`src/rtl/decodificador_hamming.sv`:
```
// Hamming (8,4) SECDED decoder: two-stage valid/ready pipeline with
// single-error correction, double-error detection and saturating error counters.
module decodificador_hamming #(
    parameter int ANCHO_CUENTA = 8
) (
    input  logic                    reloj,
    input  logic                    reset,
    input  logic [7:0]              palabra,
    input  logic                    entrada_valida,
    output logic                    entrada_lista,
    output logic [3:0]              dato_salida,
    output logic                    error_simple,
    output logic                    error_doble,
    output logic [2:0]              posicion_error,
    output logic                    salida_valida,
    input  logic                    salida_lista,
    input  logic                    limpiar_contadores,
    output logic [ANCHO_CUENTA-1:0] cuenta_corregidos,
    output logic [ANCHO_CUENTA-1:0] cuenta_dobles
);

    localparam logic [ANCHO_CUENTA-1:0] MAXIMO = '1;

    logic       v1;
    logic [7:0] w1;
    logic       ready2;
    logic       carga1;
    logic       salida_tx;

    logic [2:0] s;
    logic       g;
    logic [7:0] wc;
    logic [3:0] dato_c;
    logic       simple_c;
    logic       doble_c;

    assign ready2        = !salida_valida || salida_lista;
    assign entrada_lista = !v1 || ready2;
    assign carga1        = entrada_valida && entrada_lista;
    assign salida_tx     = salida_valida && salida_lista;

    // Syndrome and overall parity of the word held in stage 1
    always_comb begin
        s[0]     = w1[1] ^ w1[3] ^ w1[5] ^ w1[7];
        s[1]     = w1[2] ^ w1[3] ^ w1[6] ^ w1[7];
        s[2]     = w1[4] ^ w1[5] ^ w1[6] ^ w1[7];
        g        = ^w1;
        wc       = w1;
        simple_c = 1'b0;
        doble_c  = 1'b0;
        unique case (1'b1)
            (s == 3'd0) && !g: ;
            (s != 3'd0) && g: begin
                wc[s]    = ~w1[s];
                simple_c = 1'b1;
            end
            (s == 3'd0) && g: simple_c = 1'b1;
            (s != 3'd0) && !g: doble_c = 1'b1;
        endcase
        dato_c = {wc[7], wc[6], wc[5], wc[3]};
    end

    always_ff @(posedge reloj or posedge reset) begin
        if (reset) begin
            v1 <= 1'b0;
            w1 <= 8'd0;
        end else if (carga1) begin
            v1 <= 1'b1;
            w1 <= palabra;
        end else if (v1 && ready2) begin
            v1 <= 1'b0;
        end
    end

    always_ff @(posedge reloj or posedge reset) begin
        if (reset) begin
            salida_valida  <= 1'b0;
            dato_salida    <= 4'd0;
            error_simple   <= 1'b0;
            error_doble    <= 1'b0;
            posicion_error <= 3'd0;
        end else if (ready2) begin
            salida_valida <= v1;
            if (v1) begin
                dato_salida    <= dato_c;
                error_simple   <= simple_c;
                error_doble    <= doble_c;
                posicion_error <= s;
            end
        end
    end

    // Clear wins over a coinciding increment
    always_ff @(posedge reloj or posedge reset) begin
        if (reset) begin
            cuenta_corregidos <= '0;
            cuenta_dobles     <= '0;
        end else if (limpiar_contadores) begin
            cuenta_corregidos <= '0;
            cuenta_dobles     <= '0;
        end else if (salida_tx) begin
            if (error_simple && cuenta_corregidos != MAXIMO)
                cuenta_corregidos <= cuenta_corregidos + ANCHO_CUENTA'(1);
            if (error_doble && cuenta_dobles != MAXIMO)
                cuenta_dobles <= cuenta_dobles + ANCHO_CUENTA'(1);
        end
    end

endmodule

```
`config.mk`:
```
export PLATFORM = sky130hd
export DESIGN_NAME = decodificador_hamming
export DESIGN_NICKNAME = d
export VERILOG_FILES = /design/src/rtl/decodificador_hamming.sv
export SDC_FILE = /design/constraint.sdc
export NUM_CORES = 1
export LEC_CHECK = 0
export ABC_CLOCK_PERIOD_IN_PS = 2200
export BUFFER_PORTS_ARGS = -buffer_cell sky130_fd_sc_hd__buf_2
export CORE_MARGIN = 8
export CORE_UTILIZATION = 43
export CTS_CLUSTER_DIAMETER = 30
export DETAILED_ROUTE_END_ITERATION = 16
export PLACE_DENSITY = 0.74
export RECOVER_POWER = 25
export SYNTH_ARGS = -nofsm -noshare
export SYNTH_HDL_FRONTEND = slang
export SYNTH_SLANG_ARGS = --single-unit
export TNS_END_PERCENT = 1
```
`constraint.sdc`:
```
create_clock -name reloj -period 2.2 [get_ports reloj]
set_input_delay 0.33 -clock reloj [delete_from_list [all_inputs] [get_ports reloj]]
set_output_delay 0.33 -clock reloj [all_outputs]
set_load 0.1 [all_outputs]
```
After elaboration in Yosys (flattened, before gate mapping). Cells that the tools add are included.

Register bits after elaboration: 35. Bits in latches: 0. Memory bits (writable): 0. Memory bits (read-only): 0. Output and inout bits: 27. Logic and storage cells: 66. Memories: 0.

$add $sub $neg: 2. Multipliers: 0. Div/mod/pow operators: 0. Order comparisons: 2. Equality and inequality tests: 2. Shift-type cells: 0. Mux-type cells: 16. Bitwise logic cells: 10. Reduce and logical (&&, ||, !) cells: 25.

Operators by type and width (count): $mux W8 (7); $add A8 B1 Y8 const B (2); $ne A8 B8 Y1 const B (2); $logic_and A1 B1 Y1 (9); $xor A1 B1 Y1 (9); $bwmux W8 (1); $reduce_bool A2 Y1 (4); $reduce_xor A8 Y1 (1); $mux W1 (6); $reduce_and A2 Y1 (3); $lt A3 B4 Y1 const B (1); $bmux W1 S3 (1); $demux W1 S3 (1); $ge A3 B1 Y1 const B (1); $logic_not A1 Y1 (3); $logic_not A3 Y1 (1); $reduce_bool A3 Y1 (1); $logic_or A1 B1 Y1 (2); $reduce_or A2 Y1 (1); $not A1 Y1 (1).

Logic depth before layout (Yosys ltp). Gate-level depths: netlist (run 1).

Depth after elaboration: 9. Gate-level depth with buffers: 7. Mapped depth without buffers: 6.

Least setup slack after synthesis (run 1). OpenSTA, ideal clock, no wires.

Path kind: reg2reg. Start point: register salida_valida. End point: register w1[0]. Setup time: 0.125 ns. Arrival time: 2.893 ns. Path slack: -0.818 ns. Cell stages (with the launch flop): 4. Path buffers: 0. Period minus slack after synthesis: 3.018 ns. Path through: dfrtp_1 > nand3b_1 > nand2_1 > mux2_2.

Word-level cells in the longest chain between the ends: 4.

RTL lines: start, declared (line 15) `output logic salida_valida,`; start signal, assigned (line 83) `salida_valida <= v1;`; $logic_not A1 Y1 (line 37) `assign ready2 = !salida_valida || salida_lista;`; $logic_or A1 B1 Y1 (line 37); $logic_or A1 B1 Y1 (line 38) `assign entrada_lista = !v1 || ready2;`; via entrada_lista (line 10) `output logic entrada_lista,`; $logic_and A1 B1 Y1 (line 39) `assign carga1 = entrada_valida && entrada_lista;`; end signal, assigned (line 69) `w1 <= palabra;`; end, declared (line 25) `logic [7:0] w1;`.

The timed path passes the listed nets, and every way through them passes these cells. A chain may end at the register's enable or synchronous reset.

Worst setup path in the final report (run 1).
Start point: register w1[7]. End point: register dato_salida[1].

Word-level cells in the longest chain between the ends: 7. Elaborated cells on any way between the ends: 16. Classes of those cells: order compare (2); mux (6); bitwise (4); reduce/logical (4).

RTL lines: $xor A1 B1 Y1, on equally long branches (line 44, 45, 46); $lt A3 B4 Y1 (implied by the code) / $ge A3 B1 Y1 (equally long branches) (line 54) `wc[s] = ~w1[s];`; $logic_and A1 B1 Y1 (implied by the code) (line 54); $mux W1 (implied by the code) (line 54); $demux W1 S3 (line 54); $bwmux W8 (line 54); $mux W8 (*) (line 51) `unique case (1'b1)`; end signal, assigned (line 85) `dato_salida <= dato_c;`; end, declared (line 11) `output logic [3:0] dato_salida,`.

Every way passes the cells marked *; elsewhere a longest branch is shown, timed or not. The select of a mux whose other input is x is not followed.

==> results of run 1 <==
-- layer usage --
layer	share of wire	vias to the layer above	track usage
met5	0	-	0
met4	0.015	0	0.0471
met3	0.045	5	0.0352
met2	0.46	39	0.205
met1	0.48	742	0.163
li1	-	791	-
-- worst max path at each step --
stage                          end           from  slack, ps
floorplan                    w1[3]  salida_valida       -200
global placement    dato_salida[1]          w1[7]        310
detailed placement  dato_salida[1]          w1[6]        280
CTS                 dato_salida[1]          w1[7]        270
global route        dato_salida[1]          w1[7]         90
finish              dato_salida[1]          w1[7]        250
-- metrics by stage --
step	std cells	worst slack, ps	setup TNS [ps]
floorplan	202	-202	-2300
global placement	286	315	0
detailed placement	286	281	0
CTS	294	269	0
global route	294	87.6	0
finish	294	250	0
-- logic make-up after synthesis --
group,synth area share
fa+ha+maj,0.0126
flops,0.440
xor+xnor,0.147
mux,0.0717
simple gates,0.194
compound gates,0.0987
buf+inv,0.0352
-- state kept, by name, summed over array words and instances, names as in the netlist --
register / flops
dato_salida: 4
cuenta_corregidos: 8
posicion_error: 3
w1: 8
error_simple: 1
error_doble: 1
v1: 1
cuenta_dobles: 8
salida_valida: 1
-- power breakdown --
part / total (mW) / internal, mW / switching, mW
clock: 0.572 / 0.338 / 0.234
combinational: 1.33 / 0.320 / 1.01
sequential: 0.877 / 0.751 / 0.126
total: 2.78 / 1.41 / 1.37
-- cells in the mapped netlist (all sizes together) (2+ instances only) --
master,instances,area share
a31oi,4,0.013
o2111ai,2,0.0088
and2,2,0.0063
a211oi,2,0.010
a21oi,2,0.0050
nor2,19,0.036
buf,7,0.020
o31ai,2,0.0075
mux2,10,0.057
nand3,14,0.035
xnor2,15,0.074
mux2i,3,0.015
nand4,3,0.0094
xor2,15,0.074
nand2,14,0.026
o211ai,4,0.015
and3,4,0.013
nand2b,5,0.016
ha,2,0.013
clkbuf,4,0.0075
inv,4,0.0075
dfrtp,35,0.44
nor3,12,0.030
o21ai,6,0.015
-- layout make-up --
| type | count | share of cell area |
|---|---|---|
| multi-input combinational | 152 | 0.452 |
| sequential | 35 | 0.374 |
| clock inverter | 2 | 0.0160 |
| inverter | 4 | 0.00639 |
| clock buffer | 6 | 0.0309 |
| tap | 52 | 0.0277 |
| timing repair buffer | 43 | 0.0927 |
==> key figures, run 1 <==
Min path
  • HP Class: in2async

Finish
  • Number of diodes: 0
  • Fraction of layout cells with a size suffix above 1: 0.277
  • Commonest cells after routing, fill and taps aside: buf_2 (39), dfrtp_1 (34), nor2_1 (19)
  • Area grow syn2layout: 18.1%
  • Final core occ: 0.532
  • Final net count: between 200 and 300
  • Multi-input logic area: between 1000 and 1500 sq um
  • FF+latch area: a little under 900 sq um
  • Fin area: between 2000 and 2500 sq um
  • Commonest non-fill, non-tap cell in the layout: buf_2
  • Fillers: 409

STA
  • Max_slew headroom: 0.512
  • Least-Margin Pin Slew: ~730 ps
  • Minimum clock period: between 1500 and 2000 ps
  • Peak Freq: 513 MHz
  • Hold Vio Cnt, Final: 0
  • Worst Skew: approximately 12 ps
  • RSZ-0062 raised after global routing: false
  • Fin crit share: 0.886
  • Worst Hold Slack: slightly below 100 ps
  • Max Slew Vio Count: 0
  • Final setup viols: 0

Drt
  • 1st-iter DRT viols: approximately 100
  • Wire length per cell: approximately 15 microns
  • Final wirelength: between 4000 and 5000 microns
  • Via count: around 1600
  • Length of the first detailed-routing pass in iterations: 4
  • Number of remaining DRC errors: 0
  • Post-DRT Antenna Nets: 0
  • Vias per inst: roughly 5.4

Floorplan
  • Core area: about 4400 sq um
  • Chip Height: approximately 84 microns
  • Die area: ~7000 sq um
  • # rows: 24
  • Top-Level Pins: 40
  • Starting Density: 0.451
  • Die width: 84.0 microns

Clocking
  • H-tree Lvls: 2
  • Hold buffers post-CTS: 0
  • Clk slew on worst S/H paths: 80 ps
  • Post_cts resized: 0
  • CTS tree: built
  • TritonCTS Buffers: 5
  • Max Root-Sink Buffers: 2
  • Post-CTS setup-driven buffer insertion count: 0
  • CTS root buf: clkbuf_8
  • Clock Sinks: 35
  • Clk Latency, worst-skew pair: between 200 and 300 ps

Logic synthesis
  • Synth Flop Type: dfrtp_1
  • Async SR Flop Fraction: 1.00
  • Netlist cell types: between 40 and 50
  • Cell Area, Synth: approximately 2000 sq um
  • FF+latch count, synth: 35
  • Post-Syn Instances: 202
  • Mean post-synth cell area: about 9.8 sq um
  • Post-synth EDFFs: 0
  • Warnings, synthesis: 0
  • Sequential share of the synthesized area: 0.440
  • Synth Net Count: approximately 220

Critical path
  • Critical path depth: 5
  • Largest stage delay, worst path: 540 ps
  • Req. time, crit path: between 2000 and 2500 ps
  • Cell family with most CP delay: XOR/XNOR gates
  • RR Startpoint: w1[7]
  • Worst R2R Setup Slack: ~250 ps
  • Worst Path Arrival: between 2000 and 2500 ps
  • Worst-path cell chain: xnor2_1 -> xnor2_1 -> nand4b_1 -> nand3_1 -> o31ai_1
  • Critical path endpoint category: register
  • Critical R2R Capture: dato_salida[1]
  • Startpoint Class: register
  • Register-to-Register Path Depth: 5
  • Kind of critical path: reg2reg
  • CP bufs+invs: 0
  • CP most frequent cell: xnor2_1
  • Worst path slowest cell: dfrtp_1
  • CP Max Fanout: 13

Place
  • RePlAce Congestion: 0.896
  • Port bufs: 39
  • Placed Area: between 2000 and 2500 sq um
  • Final HPWL DP: between 3000 and 4000 microns

Pwr
  • Pwr dens: about 1200 nW/um^2
  • P_leak: around 1.1 nW
  • Total power: between 2 and 3 mW
  • VDD IR max: between 500 and 600 uV

Global route
  • Vias in the first global route: between 1500 and 2000
  • First-pass GRT wire length: between 7000 and 8000 microns
  • Largest net degree at the start of global routing: 17
  • Initial antenna violation count: 0
  • Gr usage total: 0.129
  • GRT overflow: 0

Outcome
  • Status: completed

Job
  • Max cap viols: 0
Power figures use the tool's default switching activity.
==> run 2: changes to the inputs <==
--- a/config.mk
+++ b/config.mk
@@ -8,10 +8,10 @@
 export ABC_CLOCK_PERIOD_IN_PS = 2200
 export BUFFER_PORTS_ARGS = -buffer_cell sky130_fd_sc_hd__buf_2
 export CORE_MARGIN = 8
-export CORE_UTILIZATION = 43
+export CORE_UTILIZATION = 30
 export CTS_CLUSTER_DIAMETER = 30
 export DETAILED_ROUTE_END_ITERATION = 16
-export PLACE_DENSITY = 0.74
+export PLACE_DENSITY = 0.58
 export RECOVER_POWER = 25
 export SYNTH_ARGS = -nofsm -noshare
 export SYNTH_HDL_FRONTEND = slang
==> key figures, run 2 (synthesis results as in run 1) <==
Outcome
  • Status: completed

STA
  • Max Slew Vio Count: 0
  • Final worst slack: around 230 ps
  • Fin crit share: 0.896
  • Minimum clock period: ~2000 ps
  • Max_slew headroom: 0.514
  • Peak Freq: 507 MHz
  • Least-Margin Pin Slew: approximately 730 ps
  • RSZ-0062 raised after global routing: false
  • Final setup viols: 0
  • Hold Vio Cnt, Final: 0
  • Worst Skew: between 7 and 8 ps

Pwr
  • Clock Power Share: 0.206
  • Switch Pwr: about 1.4 mW
  • Sw Ratio: 0.491
  • VDD IR max: between 600 and 700 uV
  • Flop pwr share: 0.313
  • P_leak: about 1.1 nW
  • Pwr dens: between 1000 and 1500 nW/um^2
  • Combinational power share: 0.481
  • Internal power: roughly 1.4 mW

Clocking
  • Clk slew on worst S/H paths: 70 ps
  • Clock Sinks: 35
  • CTS tree: built
  • H-tree Lvls: 2
  • Post_cts resized: 0
  • Clk Latency, worst-skew pair: approximately 280 ps
  • Max Root-Sink Buffers: 2
  • Hold buffers post-CTS: 0
  • Post-CTS setup-driven buffer insertion count: 0
  • TritonCTS Buffers: 5
  • CTS root buf: clkbuf_8

Critical path
  • Critical path endpoint category: register
  • Startpoint Class: register
  • Crit path to: dato_salida[0]
  • CP Max Fanout: 13
  • Register-to-Register Path Depth: 5
  • Critical R2R Capture: dato_salida[0]
  • Setup crit start: w1[7]
  • Kind of critical path: reg2reg
  • Worst Path Arrival: 2160 ps
  • Req. time, crit path: 2390 ps
  • Worst R2R Setup Slack: 230 ps
  • RR Startpoint: w1[7]

Global route
  • Routing usage on met3: 0.0292
  • Gr usage total: 0.102
  • Initial antenna violation count: 0
  • Most crowded layer after global routing: met2
  • First-pass GRT wire length: around 8000 microns
  • Met1 Resource Use GR: 0.138
  • M2 GR Usage: 0.146
  • Vias in the first global route: 1618
  • Largest net degree at the start of global routing: 17
  • GRT overflow: 0

Finish
  • Multi-input logic area: 1060 sq um
  • Fraction of layout cells with a size suffix above 1: 0.291
  • Fillers: ~650
  • Commonest cells after routing, fill and taps aside: buf_2 (39), dfrtp_1 (34), nor2_1 (19)
  • Area grow syn2layout: 20.8%
  • Commonest non-fill, non-tap cell in the layout: buf_2
  • Final net count: roughly 260
  • Final core occ: 0.376
  • FF+latch area: 880 sq um
  • Largest regs: cuenta_corregidos: 8 flops, cuenta_dobles: 8 flops, w1: 8 flops
  • Number of diodes: 0
  • Post-Layout Cell Count: 321
  • Fin area: roughly 2400 sq um

Drt
  • Final wirelength: between 4000 and 5000 microns
  • Vias per inst: roughly 5
  • Length of the first detailed-routing pass in iterations: 4
  • Wire length per cell: roughly 14 microns
  • Via count: ~1600
  • Number of remaining DRC errors: 0
  • 1st-iter DRT viols: about 100
  • Post-DRT Antenna Nets: 0

Place
  • Placed Area: 2290 sq um
  • Final HPWL DP: 3460 microns
  • Port bufs: 39
  • Worst slack, placed: around 250 ps
  • RePlAce Congestion: 0.794
  • Post-placement cell count: 313

Floorplan
  • Chip Height: approximately 100 microns
  • Die width: 97.4 microns
  • Die area: about 9500 sq um
  • # rows: 29
  • Top-Level Pins: 40
  • Core area: between 6000 and 7000 sq um
  • Starting Density: 0.312

Job
  • Max cap viols: 0

Min path
  • HP Class: in2async
==> run 2: changes by cell type in the layout (fill, tap and decap cells not counted) <==
cell and delta:
clkbuf_1 -2, clkinv_2 +1, clkinvlp_4 -1, clkinv_4 +1
buf_4 +3
==> run 2: layout make-up <==
class,instances,area share
clock buffers,5,0.0286
clock inverters,3,0.0182
inverters,4,0.00625
multi-input cells,152,0.442
flip-flops and latches,35,0.366
well taps,77,0.0401
repair buffers,45,0.0984
==> run 2: layer usage <==
| metal | share of wire | routed length, microns |
|---|---|---|
| met5 | 0 | 0 |
| met3 | 0.039 | 181 |
| met2 | 0.44 | 2030 |
| met1 | 0.51 | 2320 |
| met4 | 0.012 | 57 |
==> run 2: through the flow <==
step / hold WS (ps) / power, mW / setup TNS [ps]
global route: 133 / 2.95 / 0
global placement: 442 / 2.23 / 0
CTS: 122 / 2.83 / 0
detailed placement: 443 / 2.24 / 0
floorplan: 438 / 1.99 / -2300
finish: 108 / 2.79 / 0
==> run 2: worst min path at each step <==
stage,startpoint,to,slack [ps],cells after the start
after CTS,reset,salida_valida,120,2
after global routing,reset,salida_valida,130,2
after floorplan,entrada_valida,v1,440,1
after detailed placement,reset,w1[6],440,2
after global placement,reset,w1[6],440,2
final,reset,w1[6],110,2
==> run 2: power by group through the flow <==
stage | combinational, mW | sequential (mW) | clock, mW
2_1_floorplan | 0.545 | 1.45 | 0
3_5_place_dp | 1.35 | 0.892 | 0
3_3_place_gp | 1.35 | 0.885 | 0
5_1_grt | 1.42 | 0.902 | 0.630
6_report | 1.34 | 0.874 | 0.574
4_1_cts | 1.35 | 0.879 | 0.602
==> run 2: worst max-delay path: stages, from the launching register on <==
cell	delay [ps]
dfrtp_1	650
xor2_2	200
xnor2_2	510
a211oi_2	110
and3_1	230
o31ai_1	190
==> run 3: changes to the inputs <==
--- a/config.mk
+++ b/config.mk
@@ -7,6 +7,7 @@
 export LEC_CHECK = 0
 export ABC_CLOCK_PERIOD_IN_PS = 2200
 export BUFFER_PORTS_ARGS = -buffer_cell sky130_fd_sc_hd__buf_2
+export CORE_ASPECT_RATIO = 1.2
 export CORE_MARGIN = 8
 export CORE_UTILIZATION = 30
 export CTS_CLUSTER_DIAMETER = 30
==> key figures, run 3 (synthesis results as in run 1) <==
Finish
  • Commonest cells after routing, fill and taps aside: buf_2 (39), dfrtp_1 (34), nor2_1 (19)
  • Largest regs: cuenta_corregidos: 8 flops, cuenta_dobles: 8 flops, w1: 8 flops
  • Area grow syn2layout: 18.8%
  • Fraction of layout cells with a size suffix above 1: 0.282
  • Final core occ: 0.369
  • Number of diodes: 0
  • Commonest non-fill, non-tap cell in the layout: buf_2
  • Final net count: approximately 260

STA
  • Fin crit share: 0.905
  • Least-Margin Pin Slew: between 800 and 900 ps
  • Worst Hold Slack: ~270 ps
  • Max Slew Vio Count: 0
  • Final worst slack: 210 ps
  • Max_slew headroom: 0.415
  • Final setup viols: 0
  • Worst Skew: ~3.7 ps
  • RSZ-0062 raised after global routing: false
  • Peak Freq: slightly above 500 MHz
  • Minimum clock period: roughly 2000 ps
  • Hold Vio Cnt, Final: 0

Critical path
  • Startpoint Class: register
  • Kind of critical path: reg2reg
  • Req. time, crit path: about 2400 ps
  • Worst-path cell chain: xnor2_1 -> xnor2_1 -> nand4b_1 -> nand3_1 -> o31ai_1
  • Crit path to: dato_salida[1]
  • CP most frequent cell: xnor2_1
  • Critical path endpoint category: register
  • Setup crit start: w1[7]
  • Worst Path Arrival: between 2000 and 2500 ps
  • Worst R2R Setup Slack: around 210 ps
  • Largest stage delay, worst path: between 500 and 600 ps
  • Worst path slowest cell: dfrtp_1
  • Register-to-Register Path Depth: 5
  • Critical R2R Capture: dato_salida[1]
  • CP Max Fanout: 13
  • RR Startpoint: w1[7]

Floorplan
  • # rows: 32
  • Top-Level Pins: 40
  • Chip Height: between 100 and 150 microns
  • Core area: approximately 6400 sq um
  • Starting Density: 0.311
  • Die width: between 90 and 100 microns
  • Die area: ~9500 sq um

Drt
  • Via count: roughly 1600
  • Length of the first detailed-routing pass in iterations: 4
  • 1st-iter DRT viols: between 40 and 50
  • Vias per inst: ~4.8
  • Wire length per cell: 14.0 microns
  • Final wirelength: between 4000 and 5000 microns
  • Post-DRT Antenna Nets: 0
  • Number of remaining DRC errors: 0

Place
  • Final HPWL DP: between 3000 and 4000 microns
  • Port bufs: 39
  • RePlAce Congestion: roughly 0.8
  • Worst slack, placed: around 240 ps

Clocking
  • TritonCTS Buffers: 5
  • Clk Latency, worst-skew pair: ~290 ps
  • Hold buffers post-CTS: 0
  • Post_cts resized: 0
  • Max Root-Sink Buffers: 2
  • Clock Sinks: 35
  • CTS tree: built
  • Post-CTS setup-driven buffer insertion count: 0
  • CTS root buf: clkbuf_8
  • Clk slew on worst S/H paths: ~70 ps
  • H-tree Lvls: 2

Pwr
  • Switch Pwr: between 1 and 1.5 mW
  • Pwr dens: between 1000 and 1500 nW/um^2
  • VDD IR max: 441 uV
  • Internal power: 1.29 mW
  • Clock Power Share: 0.172
  • P_leak: 1.06 nW
  • Flop pwr share: 0.332
  • Sw Ratio: 0.515
  • Combinational power share: 0.497

Job
  • Max cap viols: 0

Global route
  • Vias in the first global route: roughly 1600
  • Initial antenna violation count: 0
  • Gr usage total: 0.0987
  • Largest net degree at the start of global routing: 36
  • GRT overflow: 0
  • First-pass GRT wire length: 7730 microns

Min path
  • HP Class: in2reg

Outcome
  • Status: completed
## run 3: cell types whose count changed in the layout (fill, tap and decap cells not counted)
cell,previous run,this run
buf_4,5,2
clkbuf_2,0,1
bufinv_16,1,0
clkinv_4,1,0
clkinvlp_4,0,1
## run 3: per-stage QoR
stage,setup TNS [ps],instances,instance area [sq um],total power [mW]
2_1_floorplan,-2300,202,2010,1.99
3_3_place_gp,0,318,2280,2.22
5_1_grt,0,326,2360,2.81
4_1_cts,0,326,2370,2.71
6_report,0,326,2360,2.66
3_5_place_dp,0,318,2280,2.24
## run 3: layer usage
layer	share of wire	vias to the layer above	global-route usage
met4	0.021	0	0.0465
met5	0	-	0
li1	-	781	-
met3	0.053	12	0.0329
met2	0.49	35	0.164
met1	0.43	752	0.112
## run 3: worst min-delay path by stage
stage                        start       endpoint  cells past startpoint  slack (ps)
floorplan           entrada_valida             v1                      1         440
global placement             reset             v1                      3         460
detailed placement           reset             v1                      3         470
CTS                          reset  salida_valida                      3         150
global route            palabra[1]          w1[1]                      2         260
finish                  palabra[1]          w1[1]                      2         270
## run 3: cell type report
cell class	count	area, sq um
Sequential cell	35	880
Multi-Input combinational cell	152	1060
Inverter	4	15.0
Clock inverter	2	12.5
Fill cell	674	4040
Timing Repair Buffer	42	215
Tap cell	85	106
Clock buffer	6	72.6
## run 3: power groups by stage
stage | sequential (mW) | combinational [mW] | clock [mW]
after floorplan | 1.45 | 0.545 | 0
after global placement | 0.894 | 1.33 | 0
after detailed placement | 0.900 | 1.34 | 0
after CTS | 0.887 | 1.34 | 0.479
after global routing | 0.903 | 1.40 | 0.505
final | 0.884 | 1.32 | 0.457
## run 3: critical path, delay by kind of cell, from the launching register on
kind             cells  cell delay, ps
AND/OR/NAND/NOR      2             280
AO/OA/AOI/OAI        1             290
XOR/XNOR             2             760
flip-flops           1             550
